<file path="src/rtl/cache_pkg.sv">
// -----------------------------------------------------------------------------
// cache_pkg
// Shared definitions for the memory acknowledge responder:
//   - state_t       : responder FSM states (IDLE, WAIT, ACK)
//   - DEF_ADDR_W    : default address width (16-entry store)
//   - DEF_DATA_W    : default data width
//   - DEF_LATENCY   : default capture-to-ack latency in clock edges
//   - CNT_W         : width of the latency down-counter (covers 0..15)
// -----------------------------------------------------------------------------
package cache_pkg;

  localparam int DEF_ADDR_W  = 4;
  localparam int DEF_DATA_W  = 8;
  localparam int DEF_LATENCY = 2;
  localparam int CNT_W       = 4;

  typedef enum logic [1:0] {
    IDLE = 2'd0,
    WAIT = 2'd1,
    ACK  = 2'd2
  } state_t;

endpackage : cache_pkg

</file>
<file path="src/rtl/resp_lat_counter.sv">
// -----------------------------------------------------------------------------
// resp_lat_counter
// Loadable down-counter that times the gap between request capture and ack.
// Ports:
//   clk        : clock, rising edge
//   rst_n      : asynchronous active-low reset (count -> 0)
//   i_load     : load i_load_val (has priority over decrement)
//   i_load_val : value to load
//   i_dec      : decrement by one
//   o_zero     : high when the count is zero
// -----------------------------------------------------------------------------
module resp_lat_counter
  import cache_pkg::*;
#(
  parameter int W = CNT_W
) (
  input  logic         clk,
  input  logic         rst_n,
  input  logic         i_load,
  input  logic [W-1:0] i_load_val,
  input  logic         i_dec,
  output logic         o_zero
);

  localparam logic [W-1:0] CNT_ZERO = {W{1'b0}};
  localparam logic [W-1:0] CNT_ONE  = {{(W-1){1'b0}}, 1'b1};

  logic [W-1:0] r_cnt;

  // Count register: load wins over decrement; otherwise hold.
  always_ff @(posedge clk or negedge rst_n) begin
    if (!rst_n) begin
      r_cnt <= CNT_ZERO;
    end else if (i_load) begin
      r_cnt <= i_load_val;
    end else if (i_dec) begin
      r_cnt <= r_cnt - CNT_ONE;
    end else begin
      r_cnt <= r_cnt;
    end
  end

  assign o_zero = (r_cnt == CNT_ZERO);

endmodule : resp_lat_counter

</file>
<file path="src/rtl/mem_ack_responder.sv">
// -----------------------------------------------------------------------------
// mem_ack_responder
// Four-phase request/ack memory target backed by a small flop-array store.
// A request is captured only in IDLE; ack rises exactly LATENCY edges after
// the capture edge and falls on the first edge that sees both requests low.
// Ports:
//   clk     : clock, rising edge
//   rst_n   : asynchronous active-low reset (clears FSM, outputs and store)
//   memwr   : write request (level, held until ack)
//   memrd   : read request (level, held until ack); loses to memwr
//   addr    : request address
//   wdata   : write data
//   ack     : registered completion acknowledge
//   rdata   : registered read data, holds until the next read completes
//   busy    : high whenever the FSM is not IDLE
//   txn_cnt : completed-transaction counter, wraps 255 -> 0
// -----------------------------------------------------------------------------
module mem_ack_responder
  import cache_pkg::*;
#(
  parameter int ADDR_W  = DEF_ADDR_W,
  parameter int DATA_W  = DEF_DATA_W,
  parameter int LATENCY = DEF_LATENCY
) (
  input  logic              clk,
  input  logic              rst_n,
  input  logic              memwr,
  input  logic              memrd,
  input  logic [ADDR_W-1:0] addr,
  input  logic [DATA_W-1:0] wdata,
  output logic              ack,
  output logic [DATA_W-1:0] rdata,
  output logic              busy,
  output logic [7:0]        txn_cnt
);

  localparam int                 DEPTH    = 1 << ADDR_W;
  localparam logic [CNT_W-1:0]   LOAD_VAL = CNT_W'(LATENCY - 1);
  localparam logic [DATA_W-1:0]  DATA_ZERO = {DATA_W{1'b0}};
  localparam logic [ADDR_W-1:0]  ADDR_ZERO = {ADDR_W{1'b0}};

  state_t              r_state;
  logic                r_op_wr;
  logic [ADDR_W-1:0]   r_addr;
  logic [DATA_W-1:0]   r_wdata;
  logic                r_ack;
  logic [DATA_W-1:0]   r_rdata;
  logic [7:0]          r_txn_cnt;
  logic [DATA_W-1:0]   r_mem [DEPTH];

  logic                w_req;
  logic                w_load;
  logic                w_dec;
  logic                w_zero;

  assign w_req  = memwr | memrd;
  assign w_load = (r_state == IDLE) && w_req;
  // Counter only runs down while waiting; at zero the FSM completes instead.
  assign w_dec  = (r_state == WAIT) && !w_zero;

  resp_lat_counter #(
    .W (CNT_W)
  ) u_lat_cnt (
    .clk        (clk),
    .rst_n      (rst_n),
    .i_load     (w_load),
    .i_load_val (LOAD_VAL),
    .i_dec      (w_dec),
    .o_zero     (w_zero)
  );

  // Responder FSM with capture registers, store, read data, ack and counter.
  always_ff @(posedge clk or negedge rst_n) begin
    if (!rst_n) begin
      r_state   <= IDLE;
      r_op_wr   <= 1'b0;
      r_addr    <= ADDR_ZERO;
      r_wdata   <= DATA_ZERO;
      r_ack     <= 1'b0;
      r_rdata   <= DATA_ZERO;
      r_txn_cnt <= 8'd0;
      for (int i = 0; i < DEPTH; i++) begin
        r_mem[i] <= DATA_ZERO;
      end
    end else begin
      case (r_state)
        IDLE: begin
          if (w_req) begin
            // Write wins when both requests are up.
            r_op_wr <= memwr;
            r_addr  <= addr;
            r_wdata <= wdata;
            r_state <= WAIT;
          end else begin
            r_state <= IDLE;
          end
        end
        WAIT: begin
          // Completion ignores the live request level: a dropped request
          // still produces a single-cycle ack.
          if (w_zero) begin
            if (r_op_wr) begin
              r_mem[r_addr] <= r_wdata;
            end else begin
              r_rdata <= r_mem[r_addr];
            end
            r_ack     <= 1'b1;
            r_txn_cnt <= r_txn_cnt + 8'd1;
            r_state   <= ACK;
          end else begin
            r_state <= WAIT;
          end
        end
        ACK: begin
          if (!w_req) begin
            r_ack   <= 1'b0;
            r_state <= IDLE;
          end else begin
            r_ack   <= 1'b1;
            r_state <= ACK;
          end
        end
        default: begin
          r_ack   <= 1'b0;
          r_state <= IDLE;
        end
      endcase
    end
  end

  assign ack     = r_ack;
  assign rdata   = r_rdata;
  assign txn_cnt = r_txn_cnt;
  assign busy    = (r_state != IDLE);

endmodule : mem_ack_responder

</file>
<file path="config.mk">
export PLATFORM = sky130hd
export DESIGN_NAME = mem_ack_responder
export DESIGN_NICKNAME = d
export VERILOG_FILES = /design/src/rtl/cache_pkg.sv /design/src/rtl/resp_lat_counter.sv /design/src/rtl/mem_ack_responder.sv
export SDC_FILE = /design/constraint.sdc
export NUM_CORES = 1
export LEC_CHECK = 0
export BUFFER_PORTS_ARGS = -buffer_cell sky130_fd_sc_hd__buf_2
export CELL_PAD_IN_SITES_DETAIL_PLACEMENT = 0
export CELL_PAD_IN_SITES_GLOBAL_PLACEMENT = 1
export CORE_ASPECT_RATIO = 1.25
export CORE_MARGIN = 2
export CORE_UTILIZATION = 55
export DETAILED_ROUTE_END_ITERATION = 7
export PLACE_DENSITY = 0.83
export SYNTH_ARGS = -nofsm -noshare
export SYNTH_HDL_FRONTEND = slang
export SYNTH_SLANG_ARGS = --single-unit
export TNS_END_PERCENT = 1
</file>
<file path="constraint.sdc">
create_clock -name clk -period 2.95 [get_ports clk]
set_input_delay 0.295 -clock clk [delete_from_list [all_inputs] [get_ports clk]]
set_output_delay 0.295 -clock clk [all_outputs]
set_load 0.01 [all_outputs]
</file>
==> impl_metrics.env, run 1 <==
export IMPL_ant_nets=0
export IMPL_relSlewSlack_pct=49.4
export IMPL_final_cell_mix="dfrtp_1 (162), mux2_2 (128), nand2_1 (48), buf_2 (32), mux4_2 (30)"
export IMPL_hp_class="in2reg"
export IMPL_fmax_mhz=433
export IMPL_io_pins=34
export IMPL_syn_area_mm2=0.00749
export IMPL_start_util_pct=56.4
export IMPL_avgRoutedWirePerCell_um=21.3
export IMPL_synth_avg_cell_area_um2=14.6
export IMPL_finalSetupViolCount=0
export IMPL_finClkSkew_ps=10.1
export IMPL_drive_gt1_share_pct=44.7
export IMPL_grt_usage_pct=23.7
export IMPL_gr_total_overflow=0
export IMPL_via_count=4374
export IMPL_grt_max_degree=81
export IMPL_cts_buffer_depth=2
export IMPL_setup_tns_ps=0
export IMPL_htreeDepth=4
export IMPL_cts_sinks=164
export IMPL_holdCritStartpoint="addr[3]"
export IMPL_ff2ff_path_depth=6
export IMPL_critPathArrivalTime_ps=2620
export IMPL_worst_hold_path_endpoint="r_addr[3]"
export IMPL_met1_usage_pct=31.5
export IMPL_synthTopCellsByArea="dfrtp_1 (55%), mux2_2 (19%), mux4_2 (9.0%)"
export IMPL_worstSetupStartpointType="register"
export IMPL_cap_violations=0
export IMPL_area_delta_synth_final_pct=12.2
export IMPL_drv_slew=0
export IMPL_path_clk_slew_ps=70
export IMPL_synthCells=513
export IMPL_dieArea_mm2=0.0146
export IMPL_path_class="reg2reg"
export IMPL_yosysWarnings=0
export IMPL_grt_pass1_wl_um=25500
export IMPL_worst_slew_pin_slew_ps=754
export IMPL_drt_wl_total_um=15600
export IMPL_synthDistinctLibCells=47
export IMPL_die_width_um=108
export IMPL_gp_congestion=0.797
export IMPL_gr_usage_met3_pct=4.20
export IMPL_drt_iter0_drc=191
export IMPL_fin_crit_sh_pct=78.3
export IMPL_r2r_end="r_mem[27]"
export IMPL_cp_end_kind="register"
export IMPL_total_leakage_power_uw=0.00412
export IMPL_synth_edf_count=0
export IMPL_drcViolationCount=0
export IMPL_die_y_um=134
export IMPL_final_common_cell="dfrtp_1"
export IMPL_rsz0062_at_grt="no"
export IMPL_synth_top_area_share_pct=54.8
export IMPL_crit_fanout=8
export IMPL_cp_data_required_time_ps=3260
export IMPL_ys_flop_type="dfrtp_1"
export IMPL_synth_top_area_cell="dfrtp_1"
export IMPL_fin_crit_ps=2310
export IMPL_ys_ff_latch=164
export IMPL_dp_final_hpwl_um=10600
export IMPL_core_mm2=0.0133
export IMPL_tritoncts="built"
export IMPL_async_flop_share_pct=100
export IMPL_min_delay_path_depth=3
export IMPL_portBuffers=33
export IMPL_met2_usage_pct=38.9
export IMPL_antenna_cells=0
export IMPL_reg2reg_slack_ps=640
export IMPL_r2r_start="r_state[1]"
export IMPL_syn_nets=537
export IMPL_grt_pass1_vias=4641
export IMPL_peakVddDrop_v=0.000453
export IMPL_grt_busiest_layer="met2"
export IMPL_grt_antenna_before_repair=0
export IMPL_status="finished, final reports clean"
export IMPL_via_per_inst=5.98
export IMPL_cellPowerDensity_mw_per_mm2=921
export IMPL_hold_viol=0
export IMPL_drt_first_pass_iters=4
export IMPL_seq_area_frac_synth_pct=54.8
export IMPL_rows=47
export IMPL_p_total_uw=7740
export IMPL_nets=572
export IMPL_clk_latency_ps=430
export IMPL_ctsRootBufferMaster="clkbuf_16"
export IMPL_postCtsSetupBuffers=0
export IMPL_numCtsBuffers=17
==> how the worst max path moves through the flow <==
| stage | startpoint | to |
|---|---|---|
| after floorplan | r_state[1] | r_mem[40] |
| after global placement | r_state[1] | r_mem[41] |
| after detailed placement | r_state[1] | r_mem[42] |
| after CTS | r_state[1] | r_mem[41] |
| after global routing | r_state[1] | r_mem[46] |
| final | r_state[1] | r_mem[27] |
==> registers in the layout, indices dropped and copies added (netlist names) <==
name,flops
r_op_wr,1
r_mem,128
ack,1
r_wdata,8
r_state,2
rdata,8
txn_cnt,8
r_addr,4
u_lat_cnt.r_cnt,4
==> timing repair <==
item | in CTS | in global routing
gates resized for setup | 0 | 0
hold buffers | 1 | 0
endpoints found under the hold margin | 77 | 0
==> metrics by stage <==
stage	std cells	setup WS [ps]	area, um2	util (%)	hold slack (ps)
6_report	732	639	8410	63.2	61.8
5_1_grt	732	504	8410	63.2	51.2
4_1_cts	732	620	8410	63.2	41.5
3_5_place_dp	699	630	7820	58.9	382
3_3_place_gp	699	669	7820	58.9	377
2_1_floorplan	513	1000	7490	-	-0.591
==> cell type report <==
| cell class | count | area, um2 |
|---|---|---|
| Clock buffer | 23 | 468 |
| Timing Repair Buffer | 44 | 256 |
| Inverter | 5 | 18.8 |
| Fill cell | 1038 | 4880 |
| Multi-Input combinational cell | 316 | 3240 |
| Sequential cell | 164 | 4110 |
| Clock inverter | 9 | 104 |
| Tap cell | 171 | 214 |
==> where the power goes <==
| group | switching, uW | internal (uW) |
|---|---|---|
| clock | 850 | 1290 |
| sequential | 784 | 2870 |
| combinational | 883 | 1070 |
| total | 2520 | 5230 |
==> layer usage <==
metal / routed length, um / up-vias
met2: 7980 / 66
met3: 401 / 24
met4: 337 / 0
li1: - / 1944
met5: 0 / -
met1: 6880 / 2340
==> cells in the mapped netlist (2+ instances only) <==
master	count
a211o_1	6
buf_1	2
clkbuf_1	13
nor3_4	5
ha_1	8
and3_1	2
o21ai_0	5
nor2_2	6
buf_2	10
inv_1	5
nand2_1	48
mux2i_1	10
mux2_2	128
nor2_1	14
nand4_1	2
nor2b_1	2
buf_4	3
and4_1	2
nand3b_1	2
nand3_1	4
and4bb_2	2
nand2b_1	4
mux4_2	30
dfrtp_1	164
xor2_1	4
xnor2_1	6
a22o_1	6
==> kinds of logic after synthesis <==
group	count (synthesis)	synth area share, %
AOI/OAI and AO/OA	25	2.59
and+or+nand+nor	104	8.39
muxes	169	29.8
buffers and inverters	33	1.97
adders and majority gates	8	1.34
DFF	164	54.8
xor gates and xnor gates	10	1.17
==> worst max-delay path, stage by stage (launching register included) <==
cell      delay, ps
dfrtp_1         400
inv_1           100
ha_1            180
and4bb_4        290
nand4b_2        240
nor2_2          560
mux2_2          410
Power figures use the tool's default switching activity.
==> inputs of run 2 (changes only) <==
Settings changed: ABC_AREA set to 1, CORE_UTILIZATION 55 to 47, PLACE_DENSITY 0.83 to 0.79.
Clock period 2.95 ns to 2.2 ns, I/O delays scaled along.
==> impl_metrics.env, run 2 <==
export IMPL_status="finished, final reports clean"
export IMPL_worst_slew_pin_slew_ps=772
export IMPL_hp_class="in2reg"
export IMPL_reg2reg_slack_ps=230
export IMPL_path_clk_slew_ps=70
export IMPL_critPathArrivalTime_ps=2270
export IMPL_regMostFlops="r_mem"
export IMPL_async_flop_share_pct=100
export IMPL_final_common_cell="nand2_1"
export IMPL_crit_fanout=16
export IMPL_yosysWarnings=0
export IMPL_critPathMaxStageDelay_ps=360
export IMPL_ys_ff_latch=164
export IMPL_via_count=6106
export IMPL_yosysMostFrequentCell="nand2_1"
export IMPL_fmax_mhz=506
export IMPL_synth_commonest_cells="nand2_1 (423), dfrtp_1 (164), o21ai_1 (81), nand3_1 (46), nor2_1 (38)"
export IMPL_finalSetupViolCount=0
export IMPL_htreeDepth=4
export IMPL_ctsRootBufferMaster="clkbuf_16"
export IMPL_cts_buffer_depth=2
export IMPL_die_y_um=148
export IMPL_cp_data_required_time_ps=2500
export IMPL_synthDistinctLibCells=27
export IMPL_drt_first_pass_iters=5
export IMPL_tritoncts="built"
export IMPL_r2r_start="u_lat_cnt.r_cnt[0]"
export IMPL_r2r_end="r_mem[66]"
export IMPL_cellPowerDensity_mw_per_mm2=1310
export IMPL_gp_congestion=0.799
export IMPL_die_width_um=119
export IMPL_seqCellArea_mm2=0.00411
export IMPL_dieArea_mm2=0.0176
export IMPL_dp_cells=1162
export IMPL_grt_pass1_vias=5935
export IMPL_worstPathCellList="inv_1, ha_1, nand2_2, nor2_4, nand3_4, nor2_4, nand2_2, nand2_1, o21ai_2"
export IMPL_drt_wl_total_um=18900
export IMPL_ant_nets=0
export IMPL_seq_area_frac_synth_pct=52.6
export IMPL_nets=1002
export IMPL_cp_depth=9
export IMPL_grt_max_degree=68
export IMPL_largest_register_ff_count=128
export IMPL_cpLargestDelayFamily="simple AND/OR/NAND/NOR gates"
export IMPL_grt_pass1_wl_um=32000
export IMPL_fin_crit_ps=1970
export IMPL_syn_area_mm2=0.00780
export IMPL_synthTopCellsByArea="dfrtp_1 (53%), nand2_1 (20%), o21ai_1 (5.2%)"
export IMPL_avgRoutedWirePerCell_um=15.6
export IMPL_numCtsBuffers=17
export IMPL_ff2ff_path_depth=9
export IMPL_portBuffers=33
export IMPL_synthCells=945
export IMPL_rsz0062_at_grt="no"
export IMPL_drcViolationCount=0
export IMPL_postCtsSetupBuffers=0
export IMPL_syn_nets=969
export IMPL_min_delay_path_depth=3
export IMPL_cp_end_kind="register"
export IMPL_gr_total_overflow=0
export IMPL_fin_crit_sh_pct=89.8
export IMPL_dp_final_hpwl_um=12100
export IMPL_slowest_stage="dfrtp_1"
export IMPL_drv_slew=0
export IMPL_worstSetupStartpointType="register"
export IMPL_synth_top_area_share_pct=52.6
export IMPL_start_util_pct=48.1
export IMPL_final_cells=1207
export IMPL_drive_gt1_share_pct=14.9
export IMPL_setup_tns_ps=0
export IMPL_core_mm2=0.0162
export IMPL_path_buf_inv=1
export IMPL_io_pins=34
export IMPL_grt_antenna_before_repair=0
export IMPL_grt_usage_pct=23.4
export IMPL_holdCritStartpoint="addr[0]"
export IMPL_drt_iter0_drc=406
export IMPL_hold_viol=0
export IMPL_via_per_inst=5.06
export IMPL_finClkSkew_ps=8.41
export IMPL_ys_flop_type="dfrtp_1"
export IMPL_cts_sinks=164
export IMPL_synth_edf_count=0
export IMPL_peakVddDrop_v=0.000727
export IMPL_post_cts_resized=0
export IMPL_area_delta_synth_final_pct=13.3
export IMPL_synth_top_area_cell="dfrtp_1"
export IMPL_relSlewSlack_pct=48.5
export IMPL_path_class="reg2reg"
export IMPL_cap_violations=0
export IMPL_synth_avg_cell_area_um2=8.25
export IMPL_total_leakage_power_uw=0.00437
export IMPL_clk_latency_ps=430
export IMPL_fillerInstances=1580
export IMPL_worst_hold_path_endpoint="r_addr[0]"
export IMPL_final_cell_mix="nand2_1 (423), dfrtp_1 (163), o21ai_1 (81), nand3_1 (46), nor2_1 (38)"
export IMPL_antenna_cells=0
export IMPL_multi_input_area_mm2=0.00327
export IMPL_rows=52
==> run 2: per-layer routing <==
layer	track usage (%)	part of all wire, %	wire length [um]
met1	32.8	48	9090
met2	36.4	46	8660
met3	4.32	3.6	677
met4	8.45	2.5	465
met5	0	0	0
==> run 2: tightest hold or removal path, stage by stage <==
cell and delay (ps):
buf_2 90, nand2_1 50, o21ai_0 60
==> run 2: layout make-up <==
class	count	area share [%]
tap	216	3.06
clock inverter	15	1.64
sequential	164	46.5
timing repair buffer	68	5.99
inverter	24	1.02
multi-input combinational	703	37.0
clock buffer	17	4.82
==> run 2: cells by family after synthesis <==
kind of cell | count (synthesis) | share of synthesized area, %
compound gates | 149 | 11.2
xor+xnor | 6 | 0.674
fa+ha+maj | 8 | 1.28
buf+inv | 78 | 5.49
flops | 164 | 52.6
simple gates | 540 | 28.7
==> run 2: power by group <==
part	total, uW	switching [uW]	internal (uW)
Clock	2890	1310	1580
Combinational	4140	2860	1280
Sequential	4530	555	3980
==> run 2: what timing repair did <==
item	in CTS	in global routing
hold buffers	13	0
endpoints found under the hold margin	74	0
setup endpoints to repair	0	0
==> run 2: how the worst max path moves through the flow <==
stage	start	slack, ps	to
CTS	u_lat_cnt.r_cnt[0]	220	r_mem[66]
global route	u_lat_cnt.r_cnt[0]	90	r_mem[122]
global placement	u_lat_cnt.r_cnt[0]	290	r_mem[127]
finish	u_lat_cnt.r_cnt[0]	230	r_mem[66]
floorplan	u_lat_cnt.r_cnt[0]	490	r_mem[70]
detailed placement	u_lat_cnt.r_cnt[0]	240	r_mem[66]
==> run 2: metrics by stage <==
stage	setup WS [ps]	util, %	instance area [um2]	total power [uW]	hold WS (ps)
finish	225	54.5	8830	11600	24.9
global route	87.9	54.5	8830	12400	58.3
CTS	216	54.5	8830	11700	3.53
detailed placement	236	50.2	8130	8750	285
global placement	287	50.2	8130	8670	283
floorplan	493	-	7800	7310	-75.6
==> inputs of run 3 (changes only) <==
Settings changed: REMOVE_ABC_BUFFERS set to 1.
==> impl_metrics.env, run 3 (same netlist as run 2, synthesis figures left out) <==
export IMPL_rows=52
export IMPL_cap_violations=0
export IMPL_regMostFlops="r_mem"
export IMPL_nets=1000
export IMPL_wl_met3_um=560
export IMPL_antenna_cells=0
export IMPL_status="complete, but fails checks"
export IMPL_highest_layer="met4"
export IMPL_finClkSkew_ps=9.45
export IMPL_area_delta_synth_final_pct=12.8
export IMPL_via_count=6133
export IMPL_drt_iter0_drc=482
export IMPL_cts_buffer_depth=2
export IMPL_worstSetupStartpointType="register"
export IMPL_largest_register_ff_count=128
export IMPL_path_clk_slew_ps=60
export IMPL_ant_nets=0
export IMPL_rsz0062_at_grt="no"
export IMPL_violations="DRC"
export IMPL_hp_class="in2reg"
export IMPL_grt_antenna_before_repair=0
export IMPL_final_common_cell="nand2_1"
export IMPL_core_mm2=0.0162
export IMPL_start_util_pct=48.1
export IMPL_portBuffers=33
export IMPL_cp_end_kind="register"
export IMPL_route_met2_wl_um=9370
export IMPL_worst_slew_pin_slew_ps=761
export IMPL_dp_final_hpwl_um=12600
export IMPL_final_cell_mix="nand2_1 (423), dfrtp_1 (163), o21ai_1 (81), nand3_1 (46), nor2_1 (38)"
export IMPL_clk_latency_ps=430
export IMPL_gr_total_overflow=0
export IMPL_dieArea_mm2=0.0176
export IMPL_drv_slew=0
export IMPL_cellPowerDensity_mw_per_mm2=1340
export IMPL_drt_wl_total_um=19100
export IMPL_fin_crit_ps=1940
export IMPL_cp_data_required_time_ps=2490
export IMPL_setup_tns_ps=0
export IMPL_total_leakage_power_uw=0.00439
export IMPL_grt_pass1_vias=6010
export IMPL_via_per_inst=5.10
export IMPL_fin_util_pct=54.3
export IMPL_die_y_um=148
export IMPL_wl_met1_um=8820
export IMPL_hold_viol=0
export IMPL_finalSetupViolCount=0
export IMPL_postCtsSetupBuffers=0
export IMPL_path_class="reg2reg"
export IMPL_drt_first_pass_iters=8
export IMPL_fin_crit_sh_pct=88.2
export IMPL_cts_sinks=164
export IMPL_gp_congestion=0.822
export IMPL_tritoncts="built"
export IMPL_grt_pass1_wl_um=32100
export IMPL_critPathArrivalTime_ps=2230
export IMPL_htreeDepth=4
export IMPL_die_width_um=119
export IMPL_relSlewSlack_pct=49.2
export IMPL_grt_usage_pct=23.5
export IMPL_fmax_mhz=515
export IMPL_crit_fanout=16
export IMPL_ctsRootBufferMaster="clkbuf_16"
export IMPL_drcViolationCount=4
export IMPL_io_pins=34
export IMPL_avgRoutedWirePerCell_um=15.8
export IMPL_peakVddDrop_v=0.000699
export IMPL_numCtsBuffers=17
export IMPL_grt_max_degree=56
export IMPL_drive_gt1_share_pct=14.9
export IMPL_p_total_uw=11800
run 3: area by class of cell:
class | instances | area, um2
inverters | 24 | 90.1
clock buffers | 21 | 450
multi-input cells | 703 | 3270
clock inverters | 9 | 155
well taps | 216 | 270
flip-flops and latches | 164 | 4110
fillers | 1578 | 7400
repair buffers | 66 | 462
run 3: final timing paths:
kind | start | to | slack, ps | depth (start not counted)
worst max-delay path | u_lat_cnt.r_cnt[0] | r_mem[67] | 260 | 9
min in group asynchronous | rst_n | txn_cnt[4] | 320 | 2
worst max register to register | u_lat_cnt.r_cnt[0] | r_mem[67] | 260 | 9
worst min register to register | r_mem[69] | r_mem[69] | 480 | 2
max in group asynchronous | rst_n | r_mem[57] | 1180 | 3
worst min-delay path | wdata[5] | r_wdata[5] | 10 | 3
run 3: where the power goes:
part           switching, uW  internal, uW
logic                   2860          1290
registers                569          3980
clock network           1180          1920
total                   4610          7190
run 3: per-stage QoR:
stage / hold slack [ps] / instance area [um2] / std cells / setup slack, ps
5_1_grt: 22.3 / 8800 / 1203 / 50.4
3_3_place_gp: 203 / 8120 / 1166 / 281
6_report: 10.1 / 8800 / 1203 / 260
4_1_cts: 0.173 / 8800 / 1203 / 222
3_5_place_dp: 207 / 8120 / 1166 / 253
2_1_floorplan: -75.6 / 7460 / 891 / -1050
run 3: layer usage:
layer | track usage (%) | vias to the layer above
li1 | - | 3084
met1 | 31.5 | 2922
met2 | 39.0 | 111
met3 | 4.32 | 16
met4 | 6.90 | 0
met5 | 0 | -
run 3: repair_timing:
action	4_1_cts	5_1_grt
gates resized for setup	0	0
hold endpoints to repair	53	0
hold buffers	7	0
run 3: critical path: stages (launching register included):
cell     delay (ps)
dfrtp_1         350
inv_1           140
ha_1            200
nand2_2          70
nor2_4          130
nand3_4         180
nor2_4          220
nand2_2         270
nand2_1         170
o21ai_2          60
